[src/rtl/pcs_tx_ordered_set.sv]
// 1000BASE-X PCS transmit ordered-set FSM (xmit=DATA only): maps GMII TX_EN/TX_ER/TXD
// onto the ordered set the code-group encoder sends next, plus the transmitting flag for CRS.
module pcs_tx_ordered_set #(
  parameter int unsigned DW = 8
) (
  input  logic          CLOCK,
  input  logic          mr_main_reset,
  input  logic          TX_EN,
  input  logic          TX_ER,
  input  logic [DW-1:0] TXD,
  input  logic          cg_done,
  input  logic          tx_even,
  output logic [2:0]    tx_o_set,
  output logic [DW-1:0] tx_data,
  output logic          transmitting
);

  typedef enum logic [3:0] {
    ST_IDLE      = 4'd0,
    ST_SOP       = 4'd1,
    ST_DATA      = 4'd2,
    ST_EOP_NOEXT = 4'd3,
    ST_EPD2      = 4'd4,
    ST_EPD3      = 4'd5,
    ST_EOP_EXT   = 4'd6,
    ST_CAR_EXT   = 4'd7,
    ST_EXT_BY_1  = 4'd8
  } state_e;

  typedef enum logic [2:0] {
    OS_I = 3'd0,
    OS_S = 3'd1,
    OS_D = 3'd2,
    OS_T = 3'd3,
    OS_R = 3'd4,
    OS_V = 3'd5
  } oset_e;

  localparam logic [DW-1:0] CEXT_OCTET = DW'(8'h0F);

  state_e        state_q, state_d;
  oset_e         oset_q,  oset_d;
  logic [DW-1:0] data_q,  data_d;
  logic          xmit_q,  xmit_d;

  always_ff @(posedge CLOCK) begin
    if (!mr_main_reset) begin
      state_q <= ST_IDLE;
      oset_q  <= OS_I;
      data_q  <= '0;
      xmit_q  <= 1'b0;
    end else begin
      state_q <= state_d;
      oset_q  <= oset_d;
      data_q  <= data_d;
      xmit_q  <= xmit_d;
    end
  end

  // Outputs are computed for the state being entered so they register alongside it.
  always_comb begin
    state_d = state_q;
    oset_d  = oset_q;
    data_d  = data_q;
    xmit_d  = xmit_q;
    if (cg_done) begin
      case (state_q)
        ST_IDLE: begin
          if (TX_EN && !TX_ER) begin
            state_d = ST_SOP;
            oset_d  = OS_S;
            xmit_d  = 1'b1;
          end else begin
            state_d = ST_IDLE;
            oset_d  = OS_I;
            xmit_d  = 1'b0;
          end
        end
        ST_SOP: begin
          state_d = ST_DATA;
          oset_d  = OS_D;
          xmit_d  = 1'b1;
        end
        ST_DATA: begin
          if (TX_EN) begin
            state_d = ST_DATA;
            xmit_d  = 1'b1;
            if (TX_ER) begin
              oset_d = OS_V;
            end else begin
              oset_d = OS_D;
              data_d = TXD;
            end
          end else if (TX_ER) begin
            state_d = ST_EOP_EXT;
            oset_d  = OS_T;
            xmit_d  = 1'b1;
          end else begin
            state_d = ST_EOP_NOEXT;
            oset_d  = OS_T;
            xmit_d  = 1'b0;
          end
        end
        ST_EOP_NOEXT, ST_EXT_BY_1: begin
          state_d = ST_EPD2;
          oset_d  = OS_R;
          xmit_d  = 1'b0;
        end
        ST_EPD2: begin
          if (tx_even) begin
            state_d = ST_IDLE;
            oset_d  = OS_I;
          end else begin
            state_d = ST_EPD3;
            oset_d  = OS_R;
          end
          xmit_d = 1'b0;
        end
        ST_EPD3: begin
          state_d = ST_IDLE;
          oset_d  = OS_I;
          xmit_d  = 1'b0;
        end
        ST_EOP_EXT, ST_CAR_EXT: begin
          if (TX_EN) begin
            state_d = ST_SOP;
            oset_d  = OS_S;
            xmit_d  = 1'b1;
          end else if (TX_ER) begin
            // Carrier extension carries /V/ when the MAC signals an extension error.
            state_d = ST_CAR_EXT;
            oset_d  = (TXD == CEXT_OCTET) ? OS_R : OS_V;
            xmit_d  = 1'b1;
          end else begin
            state_d = ST_EXT_BY_1;
            oset_d  = OS_R;
            xmit_d  = 1'b0;
          end
        end
        default: begin
          state_d = ST_IDLE;
          oset_d  = OS_I;
          xmit_d  = 1'b0;
        end
      endcase
    end
  end

  assign tx_o_set     = oset_q;
  assign tx_data      = data_q;
  assign transmitting = xmit_q;

endmodule

[config.mk]
export PLATFORM = sky130hd
export DESIGN_NAME = pcs_tx_ordered_set
export DESIGN_NICKNAME = d
export VERILOG_FILES = /design/src/rtl/pcs_tx_ordered_set.sv
export SDC_FILE = /design/constraint.sdc
export NUM_CORES = 1
export LEC_CHECK = 0
export CAP_MARGIN = 20
export CORE_MARGIN = 4
export CORE_UTILIZATION = 46
export CTS_BUF_LIST = sky130_fd_sc_hd__clkbuf_16
export CTS_CLUSTER_DIAMETER = 150
export DETAILED_ROUTE_END_ITERATION = 10
export GPL_TIMING_DRIVEN = 0
export PLACE_DENSITY = 0.76
export SLEW_MARGIN = 20
export SYNTH_ARGS = -nofsm -noshare
export SYNTH_HDL_FRONTEND = slang
export SYNTH_SLANG_ARGS = --single-unit
[constraint.sdc]
create_clock -name CLOCK -period 2.2 [get_ports CLOCK]
set_input_delay 0.55 -clock CLOCK [delete_from_list [all_inputs] [get_ports CLOCK]]
set_output_delay 0.55 -clock CLOCK [all_outputs]
set_load 0.02 [all_outputs]
== Word-level counts from Yosys, hierarchy flattened ==
Index checks and enable logic that the tools add are counted.
Operators by class
  muxes and demuxes: 19
  bitwise operators: 1
  reductions and logical operators: 7
  equality and inequality tests: 8
Operator list (count)
  4-bit case mux with 6 select lines: 1
  3-bit two-way mux: 7
  3-bit case mux with 6 select lines: 1
  4-bit by 3-bit == test with 1-bit output, second input constant: 3
  4-bit by 2-bit == test with 1-bit output, second input constant: 2
  8-bit by 4-bit == test with 1-bit output, second input constant: 1
  4-bit two-way mux: 2
  1-bit two-way mux: 7
  4-bit by 1-bit == test with 1-bit output, second input constant: 1
  4-bit == test, second input constant: 1
  4-bit zero test: 1
  4-bit AND reduction: 1
  2-bit OR reduction: 2
  1-bit case mux with 3 select lines: 1
  3-bit OR reduction: 1
  1-bit logical AND: 1
  1-bit zero test: 1
  1-bit inverter: 1
Storage, ports and cells
  output and inout bits: 12
  flip-flop bits (word level): 16
  word-level logic and storage cells: 39
  input port bits: 14

== Longest topological paths before layout ==
Gate-level depths: netlist of run 1.
  depth after elaboration: 5
  mapped depth: 5
  mapped depth without buffers: 4

== Worst setup path after synthesis of run 1 ==
No wires, ideal clock.
  path kind: input to register
  from: input port TXD[4]
  to: register oset_q[0] (netlist: tx_o_set[0])
  path buffers: 0
  library setup time: 0.120 ns
  setup slack: 0.494 ns
  stages on the path: 4
  required time: 2.080 ns
  arrival: 1.587 ns
  path through: or4b_4 > nor4_2 > nor3_1 > o31a_1
Between the ends
  longest elaborated chain between the ends: 5
Ends and longest elaborated chain
  start, declared: RTL line 10  | input logic [DW-1:0] TXD,
  8-bit by 4-bit == test with 1-bit output: RTL line 132  | oset_d = (TXD == CEXT_OCTET) ? OS_R : OS_V;
  1-bit two-way mux: RTL line 132
  1-bit two-way mux: RTL line 129  | end else if (TX_ER) begin
  3-bit two-way mux: RTL line 125  | if (TX_EN) begin
  3-bit case mux with 6 select lines: RTL line 67  | case (state_q)
  end signal, assigned: RTL line 54  | oset_q <= oset_d;
  end, declared: RTL line 42  | oset_e oset_q, oset_d;
Every way passes these cells.
A chain may end at the register's enable or synchronous reset.

== Worst setup path after layout of run 1 ==
  from: input port cg_done
  to: register data_q[6] (netlist: tx_data[6])
Between the ends
  longest elaborated chain between the ends: 1
Ends and longest elaborated chain
  start, declared: RTL line 11  | input logic cg_done,
  4-bit AND reduction (no source line)
  end signal, assigned: RTL line 55  | data_q <= data_d;
  end, declared: RTL line 43  | logic [DW-1:0] data_q, data_d;
Every way passes these cells.

==> results.yml, run 1 <==
sta:
  hold_viol_final: 0
  slew_viol_final: 0
  tns_ps: 0
  relSlewSlack: 0.707
  rsz0062_at_grt: "no"
  finalClockSkew_ps: 1.34
  fin_crit_sh: 0.916
  worst_slack_ps: 184
  layout_min_cycle_time_ps: 2020
  fmax_mhz: 496
  worst_pin_slew_ps: 439
  finalSetupViolations: 0
  hold_slack_ps: 475
floorplanning:
  die_h_um: 52.4
  rows: 15
  floorplan.die_area_um2: 2750
  ioPinCount: 26
  dieWidth_um: 52.4
  coreArea_um2: 1800
  start_util: 0.504
run:
  drv_cap: 0
drt:
  ant_nets: 0
  via_per_inst: 5.67
  vias: 890
  wl_um: 2280
  initialDrtViolationCount: 33
  drt-pass1-iter-count: 4
  avgRoutedWirePerCell_um: 14.5
  drc_errors: 0
pwr:
  total_power_mw: 0.785
  power.density_nw_per_um2: 629
  p_leak_nw: 0.483
  vdd_ir_drop_max_mv: 0.528
layout:
  antenna_cells: 0
  final_area_um2: 1250
  nets: 147
  drive_gt1_frac: 0.0909
  fin_util: 0.693
  finalNonFillerCells: 157
  area_growth_pct: 37.5
synth:
  ys_types: 35
  syn_nets: 119
  ys_ff_latch: 16
  syn_area_um2: 908
  synth-edff-count: 0
  synthFlopType: "dfxtp_1"
  synth_cells: 105
  yosys-top-cells-area: "dfxtp_1, mux2i_1, nor2b_1, o21ai_0, o21a_1"
  synth_seq_area_share: 0.353
  async_flop_share: 0
  synth_top_area_frac: 0.353
  ys_warn_count: 0
  syn_avg_cell_area_um2: 8.65
  synth_top_area_cell: "dfxtp_1"
critical_path:
  crit_chain: "clkdlybuf4s50_1 > nor2b_1 > nand4_2 > mux2i_1 > nor2b_1"
  endpoint_kind: "flip-flop"
  crit_fanout: 8
  worst_setup_path_start_kind: "input port"
  crit_type: "input port to flip-flop"
  cpMaxStageDelayCell: "clkdlybuf4s50_1"
  path_common_cell: "nor2b_1"
  slowest_delay_ps: 530
  cp.arrival_ps: 2150
  worstPathRequired_ps: 2330
cts:
  root_buffer: "clkbuf_16"
  cts_hold_buffers: 0
  htree_levels: 1
  clkTransAtPathRegs_ps: 50
  cts-resized-gates: 0
  cts_buffers: 3
  cts_tree: "built"
  clock-sinks: 16
  clock_latency_ps: 240
  cts.path.max_buffers: 2
  cts_setup_buffers: 0
global_routing:
  use_met2: 0.289
  overflow: 0
  grt_pass1_vias: 839
  antenna_found_initial: 0
  track_usage: 0.185
  grt_max_degree: 11
  met3_usage: 0.0598
  grt_pass1_wl_um: 3800
  grtUsageMet1: 0.244
  top_usage_layer: "met2"
placement:
  place_area_um2: 1170
  dp.cells: 153
  io_buffers: 23
  dp_hpwl_um: 1710
  routabilityCongestion: 0.915
  dp_worst_setup_slack_ps: -31.3
outcome:
  outcome: "complete, no violations"
min_path:
  hp-class: "flip-flop to flip-flop"
==> Yosys cell counts (2+ instances only) <==
master and n:
nor2b_1 13, a21oi_1 3, clkbuf_1 3, inv_1 3, o31a_1 2, nand3_1 4
nor2_1 4, nand2_1 3, buf_2 4, nand3b_1 2, o21a_1 4, nor3_1 2
dfxtp_1 16, o21ai_0 9, mux2i_1 9, or4b_1 2, a31oi_1 2, o211ai_1 2
or3_1 2
==> metal layers <==
| layer | vias up | wire length [µm] |
|---|---|---|
| met5 | - | 0 |
| met4 | 0 | 0 |
| met3 | 0 | 156 |
| met2 | 32 | 1110 |
| met1 | 419 | 1010 |
| li1 | 439 | - |
==> worst max-delay path, delay by kind of cell <==
kind | cells | cell delay (ps)
and+or+nand+nor | 3 | 790
buffers and inverters | 1 | 530
muxes | 1 | 270
==> registers in the layout, indices dropped and copies added (netlist names) <==
register and cells:
state_q 4, tx_o_set 3, transmitting 1, tx_data 8
==> cell families after synthesis <==
| group | synth area share |
|---|---|
| xor+xnor | 0.00964 |
| compound gates | 0.189 |
| flops | 0.353 |
| buf+inv | 0.0551 |
| simple gates | 0.295 |
| mux | 0.0992 |
==> power breakdown <==
| part | internal, mW | total [mW] | switching, mW |
|---|---|---|---|
| sequential | 0.300 | 0.304 | 0.00436 |
| combinational | 0.0642 | 0.130 | 0.0663 |
| clock | 0.241 | 0.350 | 0.109 |
| total | 0.605 | 0.785 | 0.180 |
==> cells in the final DEF (no fill, tap or decap), types with 2 or more instances in the layout <==
cell              n
a21oi_1           3
a31oi_1           2
buf_2             4
clkbuf_1          3
clkbuf_16         3
clkdlybuf4s50_1  23
clkinv_1          2
dfxtp_1          16
inv_1             3
mux2i_1           9
nand2_1           3
nand3_1           4
nand3b_1          2
nor2_1            4
nor2b_1          13
nor3_1            2
o211ai_1          2
o21a_1            4
o21ai_0           9
o31a_1            2
or3_1             2
or4b_1            2
==> worst paths after layout <==
check | endpoint | cells after the start | start | slack (ps)
max | tx_data[6] | 5 | cg_done | 180
min | transmitting | 2 | transmitting | 470
max reg2reg | tx_data[6] | 5 | state_q[3] | 580
min reg2reg | transmitting | 2 | transmitting | 470
==> layout make-up <==
class	instances	area (µm²)
plain buffers	8	35.0
flip-flops and latches	16	320
inverters	4	15.0
clock inverters	1	3.75
fillers	164	553
repair buffers	23	230
well taps	25	31.3
clock buffers	3	75.1
multi-input cells	77	538
Note: power is estimated with default switching activity, not from simulation.
==> inputs of run 2 (changes only) <==
--- a/config.mk
+++ b/config.mk
@@ -6,12 +6,13 @@
 export NUM_CORES = 1
 export LEC_CHECK = 0
 export CAP_MARGIN = 20
-export CORE_MARGIN = 4
+export CORE_MARGIN = 2
 export CORE_UTILIZATION = 46
 export CTS_BUF_LIST = sky130_fd_sc_hd__clkbuf_16
 export CTS_CLUSTER_DIAMETER = 150
 export DETAILED_ROUTE_END_ITERATION = 10
 export GPL_TIMING_DRIVEN = 0
+export MAX_ROUTING_LAYER = met4
 export PLACE_DENSITY = 0.76
 export SLEW_MARGIN = 20
 export SYNTH_ARGS = -nofsm -noshare
==> run 2 against run 1 <==
Setup slack improved by 36 ps; worst hold slack better by 16 ps; sequential share of layout area shrank 0.23 points; combinational power increased by 3%; via count up 4.7%; critical path depth did not move; sequential power hardly changed.
==> results.yml, run 2 (synthesis gave the netlist of run 1 again) <==
cts:
  htree_levels: 1
  cts_hold_buffers: 0
  clock_latency_ps: 250
  clkTransAtPathRegs_ps: 50
  root_buffer: "clkbuf_16"
  cts-resized-gates: 0
  cts_buffers: 3
  cts_tree: "built"
  cts.path.max_buffers: 2
  clock-sinks: 16
  cts_setup_buffers: 0
global_routing:
  overflow: 0
  track_usage: 0.231
  antenna_found_initial: 0
  grt_pass1_wl_um: 4060
  grt_max_degree: 11
  grt_pass1_vias: 886
pwr:
  p_int_mw: 0.606
  power.density_nw_per_um2: 633
  swShare: 0.241
  pwr-share-seq: 0.382
  vdd_ir_drop_max_mv: 0.400
  clkPwrFrac: 0.449
  comb_power_share: 0.169
  p_leak_nw: 0.480
  netSwitchingPower_mw: 0.192
sta:
  tns_ps: 0
  fin_crit_sh: 0.900
  rsz0062_at_grt: "no"
  worst_pin_slew_ps: 432
  layout_min_cycle_time_ps: 1980
  fmax_mhz: 505
  hold_viol_final: 0
  finalClockSkew_ps: 2.08
  finalSetupViolations: 0
  slew_viol_final: 0
  worst_slack_ps: 220
  relSlewSlack: 0.712
critical_path:
  crit_type: "input port to flip-flop"
  r2r_end: "tx_data[3]"
  endpoint_kind: "flip-flop"
  rr_worst_depth: 5
  r2r_start: "state_q[3]"
  crit_fanout: 8
  ff2ff_setup_slack_ps: 630
  cp.arrival_ps: 2110
  worst_setup_path_start_kind: "input port"
  worstPathRequired_ps: 2330
floorplanning:
  start_util: 0.478
  rows: 16
  coreArea_um2: 1900
  ioPinCount: 26
  dieWidth_um: 48.4
  die_h_um: 48.4
  floorplan.die_area_um2: 2350
layout:
  antenna_cells: 0
  fin_util: 0.663
  area_growth_pct: 38.7
  largest_register_ffs: 8
  drive_gt1_frac: 0.0909
  mostFrequentLayoutCells: "clkdlybuf4s50_1, dfxtp_1, nor2b_1, o21ai_0, mux2i_1"
  finalNonFillerCells: 159
  nets: 147
  layout_commonest_cell: "clkdlybuf4s50_1"
run:
  drv_cap: 0
outcome:
  outcome: "complete, no violations"
drt:
  avgRoutedWirePerCell_um: 15.1
  wl_um: 2400
  drc_errors: 0
  ant_nets: 0
  drt-pass1-iter-count: 4
  via_per_inst: 5.86
  vias: 932
  initialDrtViolationCount: 35
min_path:
  hold_depth: 2
  hp-class: "flip-flop to flip-flop"
  hold_start: "tx_o_set[2]"
  min_to: "tx_o_set[2]"
placement:
  routabilityCongestion: 0.837
  dp_worst_setup_slack_ps: -12.0
  dp.cells: 155
  io_buffers: 23
  dp_hpwl_um: 1560
## run 2: through the flow
stage	total power, mW	area, µm²	hold WS (ps)
floorplan	0.387	908	545
global route	0.827	1260	503
CTS	0.798	1250	490
global placement	0.437	1170	462
detailed placement	0.439	1170	468
finish	0.798	1260	491
## run 2: worst max-delay path: stages
cell             delay [ps]
clkdlybuf4s50_1         540
nor2b_1                 400
nand4_4                 270
mux2i_1                 280
nor2b_1                  70
## run 2: final cells by class
cell class	instances	area, µm²
clock inverter	1	3.75
sequential	16	320
inverter	4	15.0
buffer	8	35.0
multi-input combinational	77	547
fill	170	642
timing repair buffer	23	230
clock buffer	3	75.1
tap	27	33.8
## run 2: worst max-delay path by stage
stage,startpoint,endpoint,cells past startpoint
2_1_floorplan,TXD[4],tx_o_set[0],4
3_3_place_gp,TXD[4],tx_o_set[0],5
3_5_place_dp,TXD[4],tx_o_set[0],5
4_1_cts,cg_done,tx_data[3],5
5_1_grt,cg_done,tx_data[3],5
6_report,cg_done,tx_data[3],5
## run 2: routing by layer
| metal | track usage | share of wire | vias to the layer above |
|---|---|---|---|
| li1 | - | - | 436 |
| met1 | 0.293 | 0.42 | 424 |
| met2 | 0.322 | 0.46 | 55 |
| met3 | 0.0432 | 0.068 | 17 |
| met4 | 0.181 | 0.054 | 0 |
| met5 | - | 0 | - |
## run 2: power by group through the flow
stage / Clock (mW) / Sequential (mW) / Combinational (mW)
3_5_place_dp: 0 / 0.310 / 0.128
6_report: 0.359 / 0.305 / 0.134
2_1_floorplan: 0 / 0.317 / 0.0704
5_1_grt: 0.378 / 0.306 / 0.144
3_3_place_gp: 0 / 0.310 / 0.127
4_1_cts: 0.363 / 0.305 / 0.131
